### src/rtl/vid_cnt2axis_if.sv
// vid_cnt2axis_if: AXI4-Stream video bus (tdata/tvalid/tready/tuser/tlast).
// Rev 1.0
`default_nettype none

interface vid_cnt2axis_if #(
  parameter int DATA_WIDTH = 24
);
  logic [DATA_WIDTH-1:0] tdata;
  logic                  tvalid;
  logic                  tready;
  logic                  tuser;
  logic                  tlast;

  modport master (output tdata, output tvalid, output tuser, output tlast, input tready);
  modport slave  (input tdata, input tvalid, input tuser, input tlast, output tready);
endinterface

`default_nettype wire

### src/rtl/vid_cnt2axis.sv
// vid_cnt2axis: raster counts + pixels to AXI4-Stream video, frame-locked via a FWFT FIFO.
// Rev 1.0
`default_nettype none

module vid_cnt2axis #(
  parameter int H_ACTIVE   = -1,
  parameter int V_ACTIVE   = -1,
  parameter int H_FRAME    = -1,
  parameter int V_FRAME    = -1,
  parameter int DATA_WIDTH = 24,
  parameter int FIFO_DEPTH = 16,
  localparam int VW = (V_FRAME > 1) ? $clog2(V_FRAME) : 1,
  localparam int HW = (H_FRAME > 1) ? $clog2(H_FRAME) : 1,
  localparam int AW = (FIFO_DEPTH > 1) ? $clog2(FIFO_DEPTH) : 1,
  localparam int LW = AW + 1
) (
  input  wire logic                  clk,
  input  wire logic                  rst,
  input  wire logic [VW-1:0]         in_vcnt,
  input  wire logic [HW-1:0]         in_hcnt,
  input  wire logic [DATA_WIDTH-1:0] in_data,
  vid_cnt2axis_if.master             m_axis,
  output logic                       out_overflow,
  input  wire logic                  in_clear_overflow,
  output logic [LW-1:0]              out_level
);

  localparam int            ENTRY_W = DATA_WIDTH + 2;
  localparam logic [LW-1:0] DEPTH_L = LW'(FIFO_DEPTH);

  typedef enum logic [1:0] {
    WAIT_SOF = 2'd0,
    RUN      = 2'd1,
    RESYNC   = 2'd2
  } state_t;

  state_t state, state_nxt;

  logic [ENTRY_W-1:0] mem [FIFO_DEPTH];
  logic [AW-1:0]      wr_ptr, rd_ptr;
  logic [LW-1:0]      level;
  logic [ENTRY_W-1:0] head;
  logic               nonempty, pop, can_write, wr_en, drop;
  logic               active, sof, eol;

  assign active = (int'(in_hcnt) < H_ACTIVE) && (int'(in_vcnt) < V_ACTIVE);
  assign sof    = (in_hcnt == '0) && (in_vcnt == '0);
  assign eol    = active && (int'(in_hcnt) == H_ACTIVE - 1);

  assign nonempty  = (level != '0);
  assign pop       = nonempty && m_axis.tready;
  // A full FIFO still accepts a write when the head leaves in the same cycle.
  assign can_write = (level != DEPTH_L) || pop;

  always_ff @(posedge clk or posedge rst) begin
    if (rst) state <= WAIT_SOF;
    else     state <= state_nxt;
  end

  always_comb begin
    state_nxt = state;
    wr_en     = 1'b0;
    drop      = 1'b0;
    case (state)
      WAIT_SOF: begin
        if (sof && can_write) begin
          wr_en     = 1'b1;
          state_nxt = RUN;
        end
      end
      RUN: begin
        if (active) begin
          if (can_write) begin
            wr_en = 1'b1;
          end else begin
            drop      = 1'b1;
            state_nxt = RESYNC;
          end
        end
      end
      RESYNC: begin
        if (sof) begin
          if (can_write) begin
            wr_en     = 1'b1;
            state_nxt = RUN;
          end else begin
            drop = 1'b1;
          end
        end
      end
      default: state_nxt = WAIT_SOF;
    endcase
  end

  always_ff @(posedge clk) begin
    if (wr_en) mem[wr_ptr] <= {sof, eol, in_data};
  end

  always_ff @(posedge clk or posedge rst) begin
    if (rst) begin
      wr_ptr <= '0;
      rd_ptr <= '0;
      level  <= '0;
    end else begin
      if (wr_en) wr_ptr <= wr_ptr + AW'(1);
      if (pop)   rd_ptr <= rd_ptr + AW'(1);
      case ({wr_en, pop})
        2'b10:   level <= level + LW'(1);
        2'b01:   level <= level - LW'(1);
        default: level <= level;
      endcase
    end
  end

  // Setting wins over clearing when both happen in one cycle.
  always_ff @(posedge clk or posedge rst) begin
    if (rst)                    out_overflow <= 1'b0;
    else if (drop)              out_overflow <= 1'b1;
    else if (in_clear_overflow) out_overflow <= 1'b0;
  end

  // The RAM is not reset, so the head is masked while the FIFO is empty.
  assign head          = nonempty ? mem[rd_ptr] : '0;
  assign m_axis.tvalid = nonempty;
  assign m_axis.tuser  = head[ENTRY_W-1];
  assign m_axis.tlast  = head[ENTRY_W-2];
  assign m_axis.tdata  = head[DATA_WIDTH-1:0];
  assign out_level     = level;

endmodule

`default_nettype wire

### src/flat_wrapper.sv
// flat-port wrapper written by rule: the top's interface ports become plain ports
module vid_cnt2axis_flat 
#(
  parameter int H_ACTIVE   = -1,
  parameter int V_ACTIVE   = -1,
  parameter int H_FRAME    = -1,
  parameter int V_FRAME    = -1,
  parameter int DATA_WIDTH = 24,
  parameter int FIFO_DEPTH = 16,
  localparam int VW = (V_FRAME > 1) ? $clog2(V_FRAME) : 1,
  localparam int HW = (H_FRAME > 1) ? $clog2(H_FRAME) : 1,
  localparam int AW = (FIFO_DEPTH > 1) ? $clog2(FIFO_DEPTH) : 1,
  localparam int LW = AW + 1
)
  (clk, rst, in_vcnt, in_hcnt, in_data, out_overflow, in_clear_overflow, out_level, m_axis_tdata, m_axis_tvalid, m_axis_tuser, m_axis_tlast, m_axis_tready);
  vid_cnt2axis_if #(.DATA_WIDTH(DATA_WIDTH)) m_axis_i ();
  input  wire logic clk;
  input  wire logic rst;
  input  wire logic [VW-1:0] in_vcnt;
  input  wire logic [HW-1:0] in_hcnt;
  input  wire logic [DATA_WIDTH-1:0] in_data;
  output logic out_overflow;
  input  wire logic in_clear_overflow;
  output logic [LW-1:0] out_level;
  output wire logic [$bits(m_axis_i.tdata)-1:0] m_axis_tdata;
  output wire logic [$bits(m_axis_i.tvalid)-1:0] m_axis_tvalid;
  output wire logic [$bits(m_axis_i.tuser)-1:0] m_axis_tuser;
  output wire logic [$bits(m_axis_i.tlast)-1:0] m_axis_tlast;
  input wire logic [$bits(m_axis_i.tready)-1:0] m_axis_tready;
  assign m_axis_tdata = m_axis_i.tdata;
  assign m_axis_tvalid = m_axis_i.tvalid;
  assign m_axis_tuser = m_axis_i.tuser;
  assign m_axis_tlast = m_axis_i.tlast;
  assign m_axis_i.tready = m_axis_tready;
  vid_cnt2axis #(.H_ACTIVE(H_ACTIVE), .V_ACTIVE(V_ACTIVE), .H_FRAME(H_FRAME), .V_FRAME(V_FRAME), .DATA_WIDTH(DATA_WIDTH), .FIFO_DEPTH(FIFO_DEPTH)) u_core (.clk(clk), .rst(rst), .in_vcnt(in_vcnt), .in_hcnt(in_hcnt), .in_data(in_data), .m_axis(m_axis_i), .out_overflow(out_overflow), .in_clear_overflow(in_clear_overflow), .out_level(out_level));
endmodule
### config.mk
export PLATFORM = sky130hd
export DESIGN_NAME = vid_cnt2axis_flat
export DESIGN_NICKNAME = d
export VERILOG_FILES = /design/src/rtl/vid_cnt2axis_if.sv /design/src/rtl/vid_cnt2axis.sv /design/src/flat_wrapper.sv
export SDC_FILE = /design/constraint.sdc
export NUM_CORES = 1
export LEC_CHECK = 0
export CORE_ASPECT_RATIO = 1.75
export CORE_MARGIN = 4
export CORE_UTILIZATION = 40
export DETAILED_ROUTE_END_ITERATION = 10
export SYNTH_ARGS = -nofsm -noshare
export SYNTH_HDL_FRONTEND = slang
export SYNTH_SLANG_ARGS = --single-unit
### constraint.sdc
create_clock -name clk -period 11.1 [get_ports clk]
set_input_delay 1.665 -clock clk [delete_from_list [all_inputs] [get_ports clk]]
set_output_delay 1.665 -clock clk [all_outputs]
set_load 0.01 [all_outputs]
After elaboration in Yosys (flattened, before gate mapping)
Memories as Yosys holds them, arrays and structs flattened.
Cells that the tools add are included.
{"block": "word_totals", "reg_bits": 16, "latchBits": 0, "ramBits": 400, "mem_bits_ro": 0, "inputBits": 30, "output_inout_bits": 33, "word_cells": 47, "n_memories": 1}
{"memory": "u_core.mem", "depth": 16, "width": 25, "rd": 1, "rd_clocked_by_memory_dff": 0, "write_ports": 1, "line": "vid_cnt2axis.sv:39", "text": "logic [ENTRY_W-1:0] mem [FIFO_DEPTH];"}
{"block": "op_classes", "addsub": 4, "n_mul": 0, "div_mod_pow": 0, "magnitude_cmp": 0, "n_eq_ne": 8, "shifts": 0, "muxes": 17, "n_bitwise": 3, "n_reduce_logical": 9}
{"cell": "26-bit 2-to-1 mux", "count": 1}
{"cell": "1-bit 2-to-1 mux", "count": 10}
{"cell": "5-bit one-hot mux with 2 select lines", "count": 1}
{"cell": "4-bit by 1-bit adder with 4-bit output (second input constant)", "count": 2}
{"cell": "2-bit 2-to-1 mux", "count": 3}
{"cell": "2-bit by 1-bit != test with 1-bit output (second input constant)", "count": 3}
{"cell": "2-bit one-hot mux with 3 select lines", "count": 1}
{"cell": "5-bit by 1-bit adder with 5-bit output (second input constant)", "count": 1}
{"cell": "5-bit != test (second input constant)", "count": 1}
{"cell": "5-bit nonzero test", "count": 1}
{"cell": "5-bit by 1-bit subtractor with 5-bit output (second input constant)", "count": 1}
{"cell": "2-bit by 1-bit == test with 1-bit output (second input constant)", "count": 2}
{"cell": "2-bit == test (second input constant)", "count": 2}
{"cell": "4-bit AND reduction", "count": 1}
{"cell": "2-bit nonzero test", "count": 2}
{"cell": "1-bit logical AND", "count": 3}
{"cell": "1-bit inverter", "count": 3}
{"cell": "2-bit zero test", "count": 1}
{"cell": "1-bit one-hot mux with 2 select lines", "count": 1}
{"cell": "1-bit logical OR", "count": 1}

Longest topological paths before layout
Gate-level depths: netlist (run 1).
{"block": "logic_depth", "ltp_word": 8, "ltp_mapped": 12, "mapped_depth_nobuf": 10}

Worst setup path before layout (run 1)
No wires, ideal clock.
{"block": "synth_path", "path_kind": "in2reg", "from": "in in_vcnt", "to": "mem u_core.mem[2][0] in the netlist's numbering (enable)", "setup_time_ps": 470, "t_arrival_ps": 4979, "setup_slack_ps": 5651, "path_stages": 4, "n_path_buf": 0, "path_cell_list": "nor2_1 -> o211a_4 -> inv_2 -> nor4_1"}
{"block": "synth_between", "elab_chain_len": 7}
{"element": "start: declaration", "line": "flat_wrapper.sv:19", "text": "input wire logic [VW-1:0] in_vcnt;"}
{"element": "1-bit inverter *", "line": "vid_cnt2axis.sv:47", "text": "assign sof = (in_hcnt == '0) && (in_vcnt == '0);"}
{"element": "1-bit logical AND *", "line": "vid_cnt2axis.sv:47"}
{"element": "1-bit logical AND", "line": "vid_cnt2axis.sv:66", "text": "if (sof && can_write) begin"}
{"element": "1-bit 2-to-1 mux", "line": "vid_cnt2axis.sv:66"}
{"element": "1-bit one-hot mux with 2 select lines *", "line": "vid_cnt2axis.sv:64", "text": "case (state)"}
{"element": "1-bit 2-to-1 mux *", "line": "vid_cnt2axis.sv:96", "text": "if (wr_en) mem[wr_ptr] <= {sof, eol, in_data};"}
{"element": "1-bit 2-to-1 mux (not written as such) *", "line": "vid_cnt2axis.sv:96"}
{"element": "end: declaration", "line": "vid_cnt2axis.sv:39"}
Every way passes the cells marked *; elsewhere a longest branch is shown, timed or not.

Worst setup path after layout (run 1)
{"block": "layout_path", "from": "reg u_core.rd_ptr[0]", "to": "out m_axis_tdata[15]"}
{"block": "layout_between", "elab_chain_len": 2}
{"element": "start: declaration", "line": "vid_cnt2axis.sv:40", "text": "logic [AW-1:0] wr_ptr, rd_ptr;"}
{"element": "start signal: assignment", "line": "vid_cnt2axis.sv:106", "text": "if (pop) rd_ptr <= rd_ptr + AW'(1);"}
{"element": "memory 16 x 25 bit"}
{"element": "26-bit 2-to-1 mux", "line": "vid_cnt2axis.sv:123", "text": "assign head = nonempty ? mem[rd_ptr] : '0;"}
{"element": "end: declaration", "line": "flat_wrapper.sv:25", "text": "output wire logic [$bits(m_axis_i.tdata)-1:0] m_axis_tdata;"}
Every way passes these cells.

==> results.json, run 1 <==
{
  "totalWireLength_mm": 33.6,
  "setup_ws_ps": 5140,
  "pin_count": 63,
  "hold_viol": 0,
  "layout.cells.non_filler": 1301,
  "min_from": "u_core.state[0]$_DFFE_PP0P_",
  "antenna_found_initial": 2,
  "hold_buffers": 0,
  "dp_hpwl_mm": 16.9,
  "first_global_vias": 8014,
  "cts_max_level": 2,
  "r2r-start": "u_core.out_level[1]$_DFFE_PP0P_",
  "wl_met2_mm": 18.5,
  "ys_seq_elements": 414,
  "drive_gt1_share_pct": 23.9,
  "setup_viol": 0,
  "drt_first_pass_iters": 4,
  "r2r-end": "u_core.out_level[4]$_DFFE_PP0P_",
  "start_kind": "flip-flop",
  "post_cts_buffers": 0,
  "drc": 0,
  "grt_max_degree": 61,
  "die_h_um": 274,
  "core_region_area_mm2": 0.0399,
  "port_buffers": 59,
  "top_layer": "met5",
  "ir_worst_vdd_mv": 0.0902,
  "synth_top_area_cell": "edfxtp_1",
  "route.met3.wl_mm": 1.42,
  "synthArstFlopShare_pct": 3.38,
  "synth.area.top_cells": "edfxtp_1, mux4_2, mux2i_1",
  "synth-seq-area-share_pct": 76.5,
  "setup-tns-final_ps": 0,
  "hold_class": "reg2reg",
  "yosysUniqueCellTypes": 44,
  "clk_path_buf_depth": 3,
  "grtUsageTotal_pct": 15.5,
  "netlist_area_mm2": 0.0162,
  "whs_path_depth": 2,
  "clock_latency_ps": 520,
  "run_status": "complete, no violations",
  "yosys_warnings": 0,
  "avgSynthCellArea_um2": 22.7,
  "p_per_area_mw_per_mm2": 159,
  "cap_violations": 0,
  "cts-root-buf": "clkbuf_16",
  "fin_skew_ps": 14.1,
  "start_util_pct": 40.5,
  "die_w_um": 160,
  "vias": 7239,
  "grt_pass1_wl_mm": 50.4,
  "fin_total_pwr_mw": 2.92,
  "cp_max_fo": 46,
  "seq_area_mm2": 0.0124,
  "p_leak_nw": 5.49,
  "std_cell_rows": 97,
  "tightest_slew_ps": 1200,
  "critPathKind": "reg2out",
  "nFillCells": 3232,
  "synth_common_cells": "edfxtp_1, mux4_2, mux2i_1",
  "slew_headroom_pct": 20.1,
  "cts_tree": "built",
  "cts_made_buffers": 36,
  "die-area_mm2": 0.0438,
  "synthCells": 713,
  "fmax_mhz": 168,
  "gr-total-overflow": 0,
  "synth.top_cell.area_share_pct": 74.4,
  "ff2ff_path_depth": 10,
  "via_per_inst": 5.56,
  "synth_most_common_cell": "edfxtp_1",
  "syn2layout_area_growth_pct": 13.8,
  "crit_required_ps": 9440,
  "wire_per_inst_um": 25.8,
  "wl_met1_mm": 12.9,
  "finalWeightedCongestion": 0.688,
  "dp_slack_ps": 5470,
  "rsz0062_at_grt": "false",
  "dr.first_iter.drc_count": 468,
  "cp_data_arrival_time_ps": 4290,
  "multi_input_area_mm2": 0.00360,
  "synth_edf_count": 400,
  "cts_sinks": 414,
  "antenna_left": 0,
  "maxSlewViolCount": 0,
  "dp_cells": 1239,
  "synth_ff_type": "edfxtp_1",
  "worstSetupEndpointType": "output port",
  "ctsResizeCount": 0,
  "r2r_setup_slack_ps": 8120,
  "final_nets": 820,
  "fin_crit_ps": 5960,
  "path_clk_slew_ps": 60,
  "min_period_over_period_pct": 53.7,
  "worstHoldEndpoint": "u_core.state[0]$_DFFE_PP0P_"
}
[worst max-delay path, cell delays in order, from the launching register on]
cell	delay [ps]
dfrtp_4	720
buf_4	830
buf_4	740
mux4_2	600
mux2i_1	200
o22ai_2	130
clkdlybuf4s50_1	520
[cells in the final DEF (no fill, tap or decap), types with 2 or more instances in the layout]
master           Yosys  layout
a21oi_1              2       2
and2_2               0       8
buf_4                3      10
bufinv_16            0       2
clkbuf_1             9      10
clkbuf_16            0      37
clkdlybuf4s50_1      0      59
clkinv_1             0       6
clkinv_2             0       4
conb_1               1       2
dfrtp_1             14      11
dfrtp_4              0       2
edfxtp_1           400     400
ha_1                 8       8
inv_1                8       8
mux2_2               2       2
mux2i_1             50      50
mux4_2             100     100
nand2_1              5       5
nand2b_1             2       2
nand3b_1             2       2
nand4_1              2       2
nor2_1               6       2
nor2_4               0       4
nor2b_1              2       2
nor4_2               0       4
o21ai_0              4       4
o22ai_1             18      18
o22ai_2              8       8
xnor2_1              6       6
xor2_1               6       6
[kinds of logic after synthesis]
logic type / after synthesis / share of synthesized area, %
simple gates: 40 / 1.57
fa+ha+maj: 8 / 0.620
mux: 152 / 17.2
xor+xnor: 12 / 0.651
compound gates: 38 / 1.84
buf+inv: 48 / 1.59
flops: 414 / 76.5
other cells: 1 / 0.0232
[power by group]
part           leakage [nW]  internal (mW)  switching, mW
logic                  1.21        0.00880         0.0201
registers              3.75           1.71              0
clock network         0.531          0.660          0.524
[worst max path at each step]
| stage | start | cells after the start | to |
|---|---|---|---|
| 4_1_cts | u_core.rd_ptr[0]$_DFFE_PP0P_ | 6 | m_axis_tdata[15] |
| 3_3_place_gp | u_core.rd_ptr[0]$_DFFE_PP0P_ | 6 | m_axis_tdata[15] |
| 2_1_floorplan | in_vcnt | 4 | u_core.mem[2][0]$_DFFE_PP_ |
| 3_5_place_dp | u_core.rd_ptr[0]$_DFFE_PP0P_ | 6 | m_axis_tdata[15] |
| 5_1_grt | u_core.rd_ptr[0]$_DFFE_PP0P_ | 6 | m_axis_tdata[3] |
| 6_report | u_core.rd_ptr[0]$_DFFE_PP0P_ | 6 | m_axis_tdata[15] |
[routing by layer]
metal  track usage, %  up-vias
met1             18.7     3888
met5                0        -
met3             2.18       56
met2             28.8      181
li1                 -     3112
met4             4.76        2
[registers in the layout (all words and copies together) (netlist names)]
signal            flops
u_core.mem          400
u_core.out_level      5
u_core.rd_ptr         4
u_core.state          1
u_core.wr_ptr         4
[layout make-up]
cell class | instances | area share [%]
sequential | 414 | 67.3
multi-input combinational | 252 | 19.6
clock buffer | 47 | 5.24
timing repair buffer | 69 | 3.62
tap | 495 | 3.37
clock inverter | 14 | 0.667
inverter | 9 | 0.184
antenna | 1 | 0.0136
[stage by stage]
stage	hold slack (ps)	instance area, um2	util [%]
finish	463	18400	46.0
global route	499	18400	46.0
CTS	463	18400	46.0
detailed placement	446	17300	43.3
global placement	439	17300	43.3
floorplan	425	16200	-
(Power assumes the default switching activity.)
==> run 2, diff against run 1 <==
- clock period: 11.1 -> 5.7 ns (I/O delays scaled with it)
==> run 2 against run 1 <==
Non-clock buffer count increased by 2. Die area unchanged. Utilization up 0.088 points. Power rose by 94%. Worst setup slack worse by 3500 ps. Critical path depth decreased by 1. Largest cell class unchanged.
==> results.json, run 2 (synthesis results as in run 1) <==
{
  "pin_count": 63,
  "grtUsageTotal_pct": 15.4,
  "core_region_area_mm2": 0.0399,
  "die_w_um": 160,
  "setup-tns-final_ps": 0,
  "clk_path_buf_depth": 3,
  "seq_area_mm2": 0.0124,
  "cp_max_fo": 21,
  "rsz0062_at_grt": "false",
  "vias": 7219,
  "cts_tree": "built",
  "totalWireLength_mm": 33.2,
  "finalWeightedCongestion": 0.707,
  "wire_per_inst_um": 25.4,
  "start_util_pct": 40.5,
  "antenna_left": 0,
  "fin_crit_ps": 4060,
  "clock_latency_ps": 530,
  "setup_viol": 0,
  "dp_hpwl_mm": 17.3,
  "nFillCells": 3236,
  "layout_common_cells": "edfxtp_1, mux4_2, clkdlybuf4s50_1",
  "drt_first_pass_iters": 4,
  "cts_made_buffers": 36,
  "multi_input_area_mm2": 0.00360,
  "drc": 0,
  "cts_max_level": 2,
  "run_status": "complete, no violations",
  "min_period_over_period_pct": 71.2,
  "port_buffers": 59,
  "cap_violations": 0,
  "hold_viol": 0,
  "drive_gt1_share_pct": 24.9,
  "crit_required_ps": 4850,
  "syn2layout_area_growth_pct": 14.0,
  "ctsResizeCount": 0,
  "hold_buffers": 0,
  "antenna_found_initial": 2,
  "start_kind": "flip-flop",
  "ir_worst_vdd_mv": 0.183,
  "std_cell_rows": 97,
  "fin_total_pwr_mw": 5.67,
  "die_h_um": 274,
  "critPathKind": "reg2out",
  "path_clk_slew_ps": 60,
  "grt_max_degree": 54,
  "first_global_vias": 7854,
  "final_nets": 822,
  "slew_headroom_pct": 25.0,
  "p_leak_nw": 5.51,
  "dr.first_iter.drc_count": 470,
  "largest_reg_flops": 400,
  "regMostFlops": "u_core.mem",
  "cts-root-buf": "clkbuf_16",
  "maxSlewViolCount": 0,
  "worstSetupEndpointType": "output port",
  "p_per_area_mw_per_mm2": 308,
  "die-area_mm2": 0.0438,
  "final_common_cell": "edfxtp_1",
  "gr-total-overflow": 0,
  "grt_pass1_wl_mm": 50.1,
  "via_per_inst": 5.53,
  "fin_skew_ps": 16.1,
  "cts_sinks": 414,
  "tightest_slew_ps": 1120,
  "hold_class": "reg2reg",
  "fmax_mhz": 246,
  "cp_data_arrival_time_ps": 3200,
  "post_cts_buffers": 0
}
## run 2: worst paths after layout
| check | start | end | slack (ps) | cells past startpoint |
|---|---|---|---|---|
| hold reg to reg | u_core.state[0]$_DFFE_PP0P_ | u_core.state[0]$_DFFE_PP0P_ | 480 | 2 |
| max in group asynchronous | rst | u_core.rd_ptr[0]$_DFFE_PP0P_ | 4550 | 2 |
| setup reg to reg | u_core.out_level[0]$_DFFE_PP0P_ | u_core.out_level[4]$_DFFE_PP0P_ | 2790 | 10 |
| hold / removal | u_core.state[0]$_DFFE_PP0P_ | u_core.state[0]$_DFFE_PP0P_ | 480 | 2 |
| setup / recovery | u_core.out_level[0]$_DFFE_PP0P_ | m_axis_tdata[12] | 1640 | 5 |
| min in group asynchronous | rst | u_core.out_level[0]$_DFFE_PP0P_ | 700 | 2 |
## run 2: final cells by class
type,count,area share [%]
well taps,495,3.36
multi-input cells,252,19.6
inverters,9,0.183
flip-flops and latches,414,67.2
repair buffers,71,3.83
clock inverters,15,0.489
diodes,1,0.0136
clock buffers,49,5.38
## run 2: critical path: stages (launching register included)
cell	delay (ps)
dfrtp_1	460
or4_4	590
or2_1	390
nand2b_4	460
o22ai_1	240
clkdlybuf4s50_1	540
## run 2: where the power goes
| part | switching, mW | internal (mW) | total (mW) |
|---|---|---|---|
| sequential | 0 | 3.33 | 3.33 |
| clock | 1.05 | 1.23 | 2.28 |
| combinational | 0.0393 | 0.0171 | 0.0565 |
| total | 1.09 | 4.58 | 5.67 |
## run 2: metal layers
layer	share of wire (%)	global-route usage (%)	vias to the layer above	routed length (um)
li1	-	-	3132	-
met1	39	18.8	3875	12900
met2	55	28.2	154	18100
met3	3.8	2.15	56	1270
met4	2.5	4.99	2	828
met5	0.036	0	-	12
## run 2: per-stage QoR
stage | cell area, um2 | hold WS, ps | instances | utilization [%] | setup slack (ps)
finish | 18400 | 483 | 1306 | 46.1 | 1640
global route | 18400 | 504 | 1305 | 46.1 | 1510
CTS | 18400 | 489 | 1305 | 46.1 | 1590
detailed placement | 17300 | 474 | 1241 | 43.4 | 1510
global placement | 17300 | 445 | 1241 | 43.4 | 1620
floorplan | 16200 | 425 | 714 | - | 1060
==> run 3, diff against run 2 <==
- clock period: 5.7 -> 3.7 ns (I/O delays scaled with it)
==> run 3 against run 2 <==
Die area unchanged. Worst setup slack got worse by 1500 ps. Wire length rose by 4.3%. Count of clock-buffer cells in the layout shrank 2. Critical path type unchanged. Largest power group unchanged. Highest routed layer unchanged.
==> results.json, run 3 (synthesis results as in run 1) <==
{
  "run_status": "complete, no violations",
  "crit_required_ps": 3140,
  "ff2ff_path_depth": 10,
  "dp_hpwl_mm": 19.2,
  "cp_max_fo": 7,
  "setup_ws_ps": 99.1,
  "placed_cell_area_mm2": 0.0176,
  "antenna_found_initial": 3,
  "hold_class": "in2async",
  "path_clk_slew_ps": 60,
  "p_int_mw": 7.20,
  "fin_skew_ps": 18.5,
  "fin_total_pwr_mw": 8.92,
  "critPathKind": "reg2out",
  "clk_path_buf_depth": 3,
  "cts_made_buffers": 37,
  "drc": 0,
  "dr.first_iter.drc_count": 502,
  "pwr-share-clk_pct": 41.4,
  "p_per_area_mw_per_mm2": 473,
  "hold_viol": 0,
  "r2r-end": "u_core.out_level[4]$_DFFE_PP0P_",
  "rsz0062_at_grt": "false",
  "r2r_setup_slack_ps": 790,
  "dp_slack_ps": 531,
  "r2r-start": "u_core.out_level[0]$_DFFE_PP0P_",
  "vias": 7380,
  "p_sw_mw": 1.71,
  "setup_viol": 0,
  "antenna_left": 0,
  "std_cell_rows": 97,
  "grtUsageTotal_pct": 16.0,
  "totalWireLength_mm": 34.6,
  "final_common_cell": "edfxtp_1",
  "start_kind": "flip-flop",
  "fin_crit_ps": 3600,
  "grt_max_degree": 43,
  "ir_worst_vdd_mv": 0.300,
  "drt_first_pass_iters": 4,
  "wire_per_inst_um": 25.8,
  "fin_util_pct": 47.2,
  "p_seq_share_pct": 57.6,
  "cts_max_level": 2,
  "die_h_um": 274,
  "regMostFlops": "u_core.mem",
  "final_nets": 852,
  "die-area_mm2": 0.0438,
  "cts-root-buf": "clkbuf_16",
  "clock_latency_ps": 530,
  "syn2layout_area_growth_pct": 16.8,
  "maxSlewViolCount": 0,
  "start_util_pct": 40.5,
  "layout_common_cells": "edfxtp_1, mux4_2, clkdlybuf4s50_1",
  "die_w_um": 160,
  "netSwitchingFraction_pct": 19.2,
  "cts_sinks": 414,
  "finalWeightedCongestion": 0.730,
  "grt_pass1_wl_mm": 51.8,
  "gr-total-overflow": 0,
  "fmax_mhz": 278,
  "min_period_over_period_pct": 97.3,
  "tightest_slew_ps": 616,
  "cp_data_arrival_time_ps": 3050,
  "first_global_vias": 8150,
  "p_leak_nw": 5.72,
  "worstSetupEndpointType": "output port",
  "largest_reg_flops": 400,
  "cts_tree": "built",
  "nFillCells": 3220,
  "cap_violations": 0,
  "pin_count": 63,
  "via_per_inst": 5.51,
  "slew_headroom_pct": 58.9,
  "power_frac_comb_pct": 1.0,
  "finish.instance_area_mm2": 0.0189,
  "core_region_area_mm2": 0.0399,
  "port_buffers": 59,
  "drive_gt1_share_pct": 27.3
}
[run 3: changes by cell type in the layout (fill, tap and decap cells not counted), sizes merged, moves of 2 or more]
cell    change
buf        +27
clkinv      +5
clkbuf      -2
bufinv      +2
[run 3: per-stage QoR]
step / std cells / TNS [ps] / hold WS, ps
after floorplan: 714 / -63900 / 425
after global placement: 1265 / 0 / 438
after detailed placement: 1265 / 0 / 449
after CTS: 1337 / 0 / 382
after global routing: 1338 / 0 / 434
final: 1339 / 0 / 384
[run 3: layer usage]
metal / GRT usage, % / vias to the layer above / share of wire (%)
met3: 2.23 / 61 / 4.3
li1: - / 3198 / -
met5: 0 / - / 0.038
met4: 4.60 / 2 / 2.5
met1: 19.8 / 3943 / 39
met2: 29.2 / 176 / 54
[run 3: power by group through the flow]
stage / logic, mW / registers [mW] / clock network, mW
after floorplan: 0.00693 / 5.24 / 0
after global placement: 0.0841 / 5.24 / 0
after detailed placement: 0.0902 / 5.24 / 0
after CTS: 0.0899 / 5.13 / 3.78
after global routing: 0.0987 / 5.13 / 3.97
final: 0.0891 / 5.13 / 3.69
[run 3: worst max-delay path by stage]
| stage | startpoint | endpoint | slack [ps] | cells past startpoint |
|---|---|---|---|---|
| final | u_core.out_level[0]$_DFFE_PP0P_ | m_axis_tdata[13] | 100 | 6 |
| after global routing | u_core.out_level[1]$_DFFE_PP0P_ | m_axis_tdata[14] | 9 | 6 |
| after CTS | u_core.out_level[0]$_DFFE_PP0P_ | m_axis_tdata[17] | 50 | 5 |
| after detailed placement | u_core.out_level[0]$_DFFE_PP0P_ | m_axis_tdata[22] | 530 | 5 |
| after global placement | u_core.out_level[0]$_DFFE_PP0P_ | m_axis_tdata[22] | 530 | 5 |
| after floorplan | in_vcnt | u_core.mem[2][0]$_DFFE_PP_ | -640 | 4 |
[run 3: what timing repair did]
item                       4_1_cts  5_1_grt
gates resized for setup          5        0
buffers inserted                 3        0
hold buffers                     0        0
setup endpoints to repair        7        0
[run 3: layout make-up]
| class | count | area, um2 | share of cell area, % |
|---|---|---|---|
| clock buffers | 47 | 985 | 5.22 |
| multi-input cells | 254 | 3640 | 19.3 |
| inverters | 9 | 33.8 | 0.179 |
| clock inverters | 20 | 163 | 0.862 |
| flip-flops and latches | 414 | 12400 | 65.6 |
| diodes | 2 | 5.00 | 0.0265 |
| repair buffers | 98 | 1050 | 5.54 |
| well taps | 495 | 619 | 3.28 |
[run 3: critical path: stages (launching register included)]
cell	delay (ps)
dfrtp_1	460
or4_4	600
or2_2	490
nand2b_4	200
buf_4	160
o22ai_1	120
clkdlybuf4s50_1	500
